$ cat config.mk
export PLATFORM = sky130hd
export DESIGN_NAME = uart_hamming_tx
export DESIGN_NICKNAME = d
export VERILOG_FILES = /design/src/rtl/uart_hamming_pkg.sv /design/src/rtl/uart_hamming_tx_hamming74_enc.sv /design/src/rtl/uart_hamming_tx.sv
export SDC_FILE = /design/constraint.sdc
export NUM_CORES = 1
export LEC_CHECK = 0
export CELL_PAD_IN_SITES_DETAIL_PLACEMENT = 0
export CELL_PAD_IN_SITES_GLOBAL_PLACEMENT = 1
export CORE_MARGIN = 5
export CORE_UTILIZATION = 33
export CTS_CLUSTER_DIAMETER = 120
export CTS_CLUSTER_SIZE = 14
export DETAILED_ROUTE_END_ITERATION = 12
export MAX_ROUTING_LAYER = met4
export PLACE_DENSITY_LB_ADDON = 0.2
export SYNTH_ARGS = -nofsm -noshare
export SYNTH_HDL_FRONTEND = slang
export SYNTH_SLANG_ARGS = --single-unit
$ cat constraint.sdc
create_clock -name clk -period 2.1 [get_ports clk]
set_input_delay 0.525 -clock clk [delete_from_list [all_inputs] [get_ports clk]]
set_output_delay 0.525 -clock clk [all_outputs]
set_load 0.02 [all_outputs]
$ cat src/rtl/uart_hamming_pkg.sv
// Shared definitions for the Hamming(7,4) UART link (transmitter and receiver).
// Holds the FSM state encodings, frame geometry and the default bit period.
package uart_hamming_pkg;

  localparam logic [1:0] IDLE  = 2'b00;
  localparam logic [1:0] START = 2'b01;
  localparam logic [1:0] DATA  = 2'b10;
  localparam logic [1:0] STOP  = 2'b11;

  localparam int DATA_BITS        = 7;
  localparam int NIBBLE_BITS      = 4;
  localparam int DEFAULT_BIT_CLKS = 8;

endpackage

$ cat src/rtl/uart_hamming_tx_hamming74_enc.sv
// Combinational Hamming(7,4) encoder: cw = {d3, d2, d1, p4, d0, p2, p1}.
// cw[0] is the first bit on the wire.
module hamming74_enc
  import uart_hamming_pkg::*;
(
  input  logic [NIBBLE_BITS-1:0] data,
  output logic [DATA_BITS-1:0]   cw
);

  always_comb begin
    cw[0] = data[0] ^ data[1] ^ data[3];
    cw[1] = data[0] ^ data[2] ^ data[3];
    cw[2] = data[0];
    cw[3] = data[1] ^ data[2] ^ data[3];
    cw[4] = data[1];
    cw[5] = data[2];
    cw[6] = data[3];
  end

endmodule

$ cat src/rtl/uart_hamming_tx.sv
// Hamming(7,4) UART transmitter: start bit, 7 codeword bits LSB first, stop bit.
// Define UART_TX_PARITY_EN to append an even-parity bit after cw[6].
module uart_hamming_tx
  import uart_hamming_pkg::*;
#(
  parameter int BIT_CLKS = uart_hamming_pkg::DEFAULT_BIT_CLKS
) (
  input  logic                   clk,
  input  logic                   rst,
  input  logic                   ena,
  input  logic [NIBBLE_BITS-1:0] in_data,
  input  logic                   in_valid,
  output logic                   in_ready,
  output logic                   tx,
  output logic [1:0]             state_out,
  output logic                   done_out
);

  // Handshake: a nibble is taken on a rising edge where ena, in_valid and
  // in_ready are all high; in_ready is high only in IDLE, nothing is queued.

  localparam int SCW = $clog2(BIT_CLKS);
`ifdef UART_TX_PARITY_EN
  localparam int FRAME_BITS = DATA_BITS + 1;
`else
  localparam int FRAME_BITS = DATA_BITS;
`endif

  logic [1:0]            state_q;
  logic [SCW-1:0]        sample_q;
  logic [2:0]            bit_q;
  logic [FRAME_BITS-1:0] shift_q;
  logic                  tx_q;
  logic                  done_q;
  logic [DATA_BITS-1:0]  cw;
  logic [FRAME_BITS-1:0] load_word;
  logic                  bit_end;

  hamming74_enc u_enc (
    .data (in_data),
    .cw   (cw)
  );

`ifdef UART_TX_PARITY_EN
  assign load_word = {^cw, cw};
`else
  assign load_word = cw;
`endif

  assign bit_end = (sample_q == SCW'(BIT_CLKS - 1));

  always_ff @(posedge clk) begin
    if (rst) begin
      state_q  <= IDLE;
      sample_q <= '0;
      bit_q    <= '0;
      shift_q  <= '0;
      tx_q     <= 1'b1;
      done_q   <= 1'b0;
    end else if (!ena) begin
      // done is a pulse: drop it rather than let it replay when ena returns
      done_q <= 1'b0;
    end else begin
      done_q <= 1'b0;
      case (state_q)
        IDLE: begin
          if (in_valid) begin
            state_q  <= START;
            tx_q     <= 1'b0;
            shift_q  <= load_word;
            sample_q <= '0;
            bit_q    <= '0;
          end
        end
        START: begin
          if (bit_end) begin
            sample_q <= '0;
            bit_q    <= '0;
            state_q  <= DATA;
            tx_q     <= shift_q[0];
            shift_q  <= shift_q >> 1;
          end else begin
            sample_q <= sample_q + 1'b1;
          end
        end
        DATA: begin
          if (bit_end) begin
            sample_q <= '0;
            if (bit_q == 3'(FRAME_BITS - 1)) begin
              state_q <= STOP;
              tx_q    <= 1'b1;
            end else begin
              bit_q   <= bit_q + 1'b1;
              tx_q    <= shift_q[0];
              shift_q <= shift_q >> 1;
            end
          end else begin
            sample_q <= sample_q + 1'b1;
          end
        end
        STOP: begin
          if (bit_end) begin
            sample_q <= '0;
            state_q  <= IDLE;
            tx_q     <= 1'b1;
            done_q   <= 1'b1;
          end else begin
            sample_q <= sample_q + 1'b1;
          end
        end
        default: begin
          state_q  <= IDLE;
          tx_q     <= 1'b1;
          sample_q <= '0;
          bit_q    <= '0;
        end
      endcase
    end
  end

  assign in_ready  = (state_q == IDLE);
  assign tx        = tx_q;
  assign state_out = state_q;
  assign done_out  = done_q && ena;

endmodule

==> impl_summary.md, run 1 <==
Status
The run finished with clean final reports.

Power and ir drop
The analysis attributes to cell leakage a power of 0.000485 uW. VDD sags by at most 0.220 mV. The internal portion of total power is 557 uW.

The design draws 839 uW. The clock network accounts for 21.6% of the total power. The total power per unit cell area is 665 mW/mm^2. The net switching power is 282 uW.

In this run, flip-flops and latches consume 43.7% of the power. The fraction of power spent switching nets is 33.6%. The combinational fraction of design power is 34.6%.

Yosys
The number of distinct standard cells referenced by the synthesized netlist is 40. The cell accounting for the most synthesized area is dfxtp_1. After synthesis the cells add up to 0.00103 mm^2.

The sequential-to-total area share from yosys stat is 33.2%. The number of register bits inferred by synthesis is 17. The top cell type by area accounts for 33.2% of the synthesized area.

Yosys instantiated no cell more often than dfxtp_1. Of all flip-flops after synthesis, the portion carrying an async set or reset was 0%. By count the netlist is led by dfxtp_1 (17), a21oi_1 (11), ha_1 (9), mux2i_1 (5), nand2_1 (5). The number of nets in the synthesized netlist is 122. The most used flip-flop cell after synthesis is dfxtp_1. By area the synthesized netlist is led by dfxtp_1 (33%), ha_1 (11%), a21oi_1 (5.4%), a211oi_2 (4.9%), mux2i_1 (4.9%). The post-synthesis area per instance is 9.77 um^2. During synthesis, Yosys emitted a total of 0 warnings. The number of flops mapped to enable cells by yosys is 0. The synthesized instance count is 105.

Floorplan
The number of top-level pins is 13. The area of the die is 0.00432 mm^2. The number of cell rows is 20.

The placeable core area is 0.00303 mm^2. The die extent in x is 65.8 um. The die is 65.8 um tall. The initial utilization of the core area, before any placement, comes to 33.9%.

CTS
The count of buffers added by post-CTS timing repair for setup is 0. The number of clock buffers added by TritonCTS is 3. The insertion delay to the later sink of the worst-skew pair is 0.29 ns. TritonCTS built the clock tree. The maximum buffer depth of the clock tree is 2.

CTS built an H-tree with a depth of 1. The clock net in this run drives a total of 17 sinks. Clock-pin slew was measured on the worst setup and hold paths at 0.10 ns. The clock root buffer is clkbuf_4. For this design, the CTS-stage hold fixing added 0 buffers.

Finish
In the final layout, the share of cells above drive strength 1 is 16.3%. The count of cells in the finished layout, fillers not included, comes to 167. The antenna diode count is 0. The final layout contains 141 nets. From synthesis to final layout, the design area changed by 22.9%. The finished layout cell area is 0.00126 mm^2.

Counting the fill cells in the layout gives 316.

Worst setup path
The data required time of the critical path is 1.57 ns. Across all register-to-register paths, the minimum setup slack is 0.36 ns. The endpoint arrival time on the critical path is 1.43 ns.

Along the worst path, the maximum fanout reaches 2. STA classifies the critical path endpoint as an output port. STA classifies the critical path startpoint as an input port. The critical path is of the in -> out type.

Global routing
Entering global routing, the biggest net connects 11 pins. The via count of the first global-routing pass is 756. For this run, global-route usage on met2 was measured as 14.5%. The combined global-route utilization of all metal layers is 11.4%. The global-route wire length before repair is 3680 um. After global routing the overflow that remains totals 0. The layer flagged by global routing as most heavily used is met1.

The met1 track demand over resource in global routing is 16.9%. The number of antenna violations at the first check in global routing is 0. Global routing used 2.05% of the available met3 tracks.

Drt
The final route contains 820 vias. The first-pass detailed-route iteration total is 4. The via-per-instance ratio is 4.91. The routed design has 2120 um of wire. The antenna violation net count after detailed routing is 0. The first routing iteration left 15 violations.

After detailed routing, the number of remaining DRC violations is 0. The routed wire length per instance is 12.7 um.

STA
The relative slew slack is 70.2%. The final count of hold timing violations is 0. The number of pins with negative max-slew slack in the final report is 0. The setup-violating endpoint count in the final report is 0.

The fmax is 0.512 GHz. The pin slew with the least headroom to its limit is 0.445 ns. Setup repair after global routing left no endpoint under its margin. Dividing the final minimum period by the clock period gives 93.1%.

After layout, the minimum clock period comes to 1.95 ns. Summed over all failing endpoints, the final setup total negative slack is 0 ns. The setup clock skew after layout is 0.00567 ns.

Placed design
The number of input and output port buffers inserted is 12. The half-perimeter wire length after placement is 1650 um. The total cell area at the placement stage is 0.00123 mm^2. Including well taps, the total number of placed cells is 163. The congestion estimate from routability-driven global placement came to 0.706.

Worst hold path
The path type of the worst min-delay path is reg -> reg.

Run
Across the run, the number of max-cap violations was 0.
-- path summary, 6_finish.rpt --
check,start,cells past startpoint,to
min,sample_q[2],2,sample_q[2]
max,ena,3,done_out
max reg2reg,sample_q[0],6,shift_q[5]
min reg2reg,sample_q[2],2,sample_q[2]
-- cell type report --
type                       instances  area, um^2  share of cell area (%)
inverter                           3        11.3                   0.893
sequential                        17         340                    27.0
tap                               44        55.1                    4.37
clock inverter                     1        5.00                   0.397
clock buffer                       3        22.5                    1.79
multi-input combinational         80         653                    51.8
timing repair buffer              19         174                    13.8
-- cell usage in the layout, fill, tap and decap left out, types with 2 or more instances in the layout --
cell / instances
ha_1: 9
nand2b_1: 4
a21oi_1: 11
clkbuf_4: 3
dfxtp_1: 17
o21ai_1: 2
a211oi_2: 4
nand4b_1: 2
clkdlybuf4s50_1: 10
xnor3_1: 2
nor3_1: 3
nand2_1: 5
mux2i_1: 5
nor2_1: 4
nand3b_1: 3
a2111oi_1: 2
xnor2_1: 2
inv_1: 3
and2_1: 2
buf_4: 7
-- metrics by stage --
stage | utilization (%) | hold WS, ns | worst slack, ns
after floorplan | - | 0.436 | 0.328
after global placement | 40.7 | 0.445 | -0.126
after detailed placement | 40.7 | 0.454 | -0.142
after CTS | 41.6 | 0.469 | 0.00336
after global routing | 41.7 | 0.489 | 0.0910
final | 41.7 | 0.464 | 0.145
-- critical path, cell delays in order --
cell and delay [ns]:
clkdlybuf4s50_1 0.47, and2_1 0.11, dlygate4sd2_1 0.32
-- repair_timing --
action | in CTS | in global routing
gates cloned | 0 | 0
setup endpoints to repair | 1 | 1
resized for setup | 1 | 1
pin swaps | 0 | 0
-- sequential cells by signal, indices dropped and copies added (netlist names) --
signal	count
shift_q	7
bit_q	3
sample_q	3
state_out	2
done_q	1
tx	1
-- cell families after synthesis --
| family | count (synthesis) | synth area share [%] |
|---|---|---|
| compound gates | 30 | 23.2 |
| xor+xnor | 4 | 6.10 |
| fa+ha+maj | 9 | 11.0 |
| buf+inv | 8 | 3.17 |
| flops | 17 | 33.2 |
| mux | 5 | 4.88 |
| simple gates | 32 | 18.5 |
-- metal layers --
| metal | wire, um | up-vias |
|---|---|---|
| met4 | 17 | 0 |
| met5 | 0 | - |
| met3 | 64 | 2 |
| met2 | 842 | 7 |
| met1 | 1190 | 382 |
| li1 | - | 429 |
-- power groups by stage --
stage          Combinational [uW]  Clock [uW]  Sequential [uW]
2_1_floorplan                 195           0              379
3_3_place_gp                  293           0              374
3_5_place_dp                  294           0              374
4_1_cts                       296         192              367
5_1_grt                       321         202              371
6_report                      291         181              367
(Power assumes the default switching activity.)
==> run 2: changes to the inputs <==
--- a/config.mk
+++ b/config.mk
@@ -9,11 +9,12 @@
 export CELL_PAD_IN_SITES_GLOBAL_PLACEMENT = 1
 export CORE_MARGIN = 5
 export CORE_UTILIZATION = 33
-export CTS_CLUSTER_DIAMETER = 120
+export CTS_CLUSTER_DIAMETER = 50
 export CTS_CLUSTER_SIZE = 14
 export DETAILED_ROUTE_END_ITERATION = 12
 export MAX_ROUTING_LAYER = met4
 export PLACE_DENSITY_LB_ADDON = 0.2
+export SKIP_CTS_REPAIR_TIMING = 1
 export SYNTH_ARGS = -nofsm -noshare
 export SYNTH_HDL_FRONTEND = slang
 export SYNTH_SLANG_ARGS = --single-unit
==> impl_summary.md, run 2 (synthesis results as in run 1) <==
Power and ir drop
For this design the static power due to leakage is 0.000499 uW. Combinational logic burns 34.6% of the power. The internal portion of total power is 557 uW.

The peak supply drop is 0.220 mV. The analysis attributes to net switching a power of 282 uW. The total power per unit cell area is 663 mW/mm^2. Registers are responsible for 43.7% of the overall power. The clock share of power is 21.6%. The fraction of power spent switching nets is 33.6%.

Drt
The antenna violation net count after detailed routing is 0. The first-pass detailed-route iteration total is 4. The final layout contains routed wiring with a total length of 2120 um. The count of vias placed by the detailed router is 820. For this run, design rule violations remaining after detail routing come to 0. Dividing the detail-routed wire length by the instance count gives 12.7 um. The via-per-instance ratio is 4.91. After the first detailed-routing iteration, the DRC count stood at 15.

Finish
The signed area change from the synthesized netlist to the final layout is 23.3%. The largest registers in the layout are shift_q: 7 flops, bit_q: 3 flops, sample_q: 3 flops. Leaving out fill and tap cells, the most frequent cell in the layout is dfxtp_1. After the last flow step, the layout net total stands at 141. The flip-flop count of the largest register, all copies and words added is 7. Counting the fill cells in the layout gives 314. The fraction of the core area covered by cells at the end of the flow is 41.8%. With fillers left out, the area of the finished cells amounts to 0.00126 mm^2.

The multi-input combinational cells in the finished layout cover a total of 653 um^2. Counting flops per register, the top entry is shift_q. Across the whole layout, storage elements account for 340 um^2. 0 antenna diodes ended up in the layout. Leaving out fill and tap cells, the most frequent cells in the layout are dfxtp_1 (17), a21oi_1 (11), clkdlybuf4s50_1 (10).

Of the cells placed in the final design, the portion with a size suffix greater than 1 is 16.3%.

Placed design
The total cell area at the placement stage is 0.00123 mm^2. The worst setup timing slack at the placement stage is -0.142 ns. Buffers placed on the I/O ports in this run total 12. The routability-driven placement congestion ratio is 0.706. Detailed placement finished with a half-perimeter wire length of 1650 um.

STA
The worst setup slack after layout is 0.229 ns. The share of the clock period used by the worst path is 89.1%. Setup violations remaining at the end of the flow were counted as 0. In this run the tightest slew margin relative to its limit is 70.2%. The final count of hold timing violations is 0. The clock period minus worst slack is 1.87 ns. The setup clock skew after layout is 0.00567 ns. The number of pins with negative max-slew slack in the final report is 0. The pin slew with the least headroom to its limit is 0.445 ns. Setup repair after global routing left no endpoint under its margin. The fmax is 0.534 GHz.

Floorplan
The placeable core area is 0.00303 mm^2. Once the floorplan was initialized, standard cells occupied 33.9% of the core. The die is 65.8 um tall. The number of top-level pins is 13. The number of cell rows is 20. In this run the horizontal extent of the chip is 65.8 um. The area of the die is 0.00432 mm^2.

Global routing
The first global-routing pass estimated 3670 um of wire. The combined global-route utilization of all metal layers is 11.4%. After global routing the overflow that remains totals 0. The via count of the first global-routing pass is 754. The number of antenna violations at the first check in global routing is 0. Entering global routing, the biggest net connects 11 pins.

Worst setup path
The origin of the critical flop-to-flop path is sample_q[0]. The largest fanout of any net on the critical path is 5. On the critical path, the stage with the largest delay is an instance of clkdlybuf4s50_1. The worst setup path is of the reg -> out kind. Together, buffers and inverters on the worst path number 1.

Traced cell by cell, the critical path runs through clkdlybuf4s50_1. The top cell family by delay on the critical path is buffers and inverters. The data required time of the critical path is 1.57 ns.

The delay of the slowest cell on the worst path is 0.63 ns. STA puts the critical path data arrival time at 1.35 ns. STA classifies the critical path startpoint as a flip-flop.

The launching instance or port of the critical path is state_out[1]. The worst setup path is captured at an output port.

CTS
In this run, CTS created clock tree buffers numbering 3. The root buffer cell chosen for the clock tree is clkbuf_4. The clock passes through at most 2 buffers. The clock drives 17 sinks. The insertion delay to the later sink of the worst-skew pair is 0.29 ns. Clock-pin slew was measured on the worst setup and hold paths at 0.11 ns.

TritonCTS built the clock tree. The count of H-tree levels built during CTS is 1.

Run
The tool flagged a number of max-cap violations equal to 0.

Worst hold path
The startpoint identified for the worst hold timing path is sample_q[2]. The path type of the worst min-delay path is reg -> reg.

Status
The run finished with clean final reports.
[run 2: power by group through the flow]
stage               clock network, uW  registers [uW]  logic (uW)
detailed placement                  0             374         294
CTS                               192             367         296
global placement                    0             374         293
global route                      202             371         321
finish                            181             367         291
floorplan                           0             379         195
[run 2: path summary, 6_finish.rpt]
| check | to | slack (ns) | depth (start not counted) |
|---|---|---|---|
| worst max-delay path | state_out[1] | 0.23 | 1 |
| worst min-delay path | sample_q[2] | 0.46 | 2 |
| worst max register to register | shift_q[5] | 0.36 | 6 |
| worst min register to register | sample_q[2] | 0.46 | 2 |
[run 2: metal layers]
metal	up-vias	part of all wire [%]	track usage, %	routed length (um)
met2	7	40	14.5	842
met1	382	56	16.8	1200
met3	2	3.0	2.05	64
li1	429	-	-	-
met4	0	0.80	5.44	17
met5	-	0	-	0
[run 2: cell type report]
class | instances | area share, %
Clock buffer | 3 | 1.78
Timing Repair Buffer | 19 | 14.0
Inverter | 3 | 0.890
Multi-Input combinational cell | 80 | 51.6
Sequential cell | 17 | 26.9
Tap cell | 44 | 4.35
Clock inverter | 1 | 0.396
[run 2: per-stage QoR]
| step | instances | hold slack, ns | setup TNS, ns | power [uW] |
|---|---|---|---|---|
| 3_3_place_gp | 163 | 0.445 | -0.126 | 667 |
| 2_1_floorplan | 105 | 0.436 | 0 | 574 |
| 5_1_grt | 167 | 0.489 | 0 | 894 |
| 4_1_cts | 167 | 0.469 | -0.143 | 854 |
| 3_5_place_dp | 163 | 0.454 | -0.142 | 668 |
| 6_report | 167 | 0.464 | 0 | 839 |
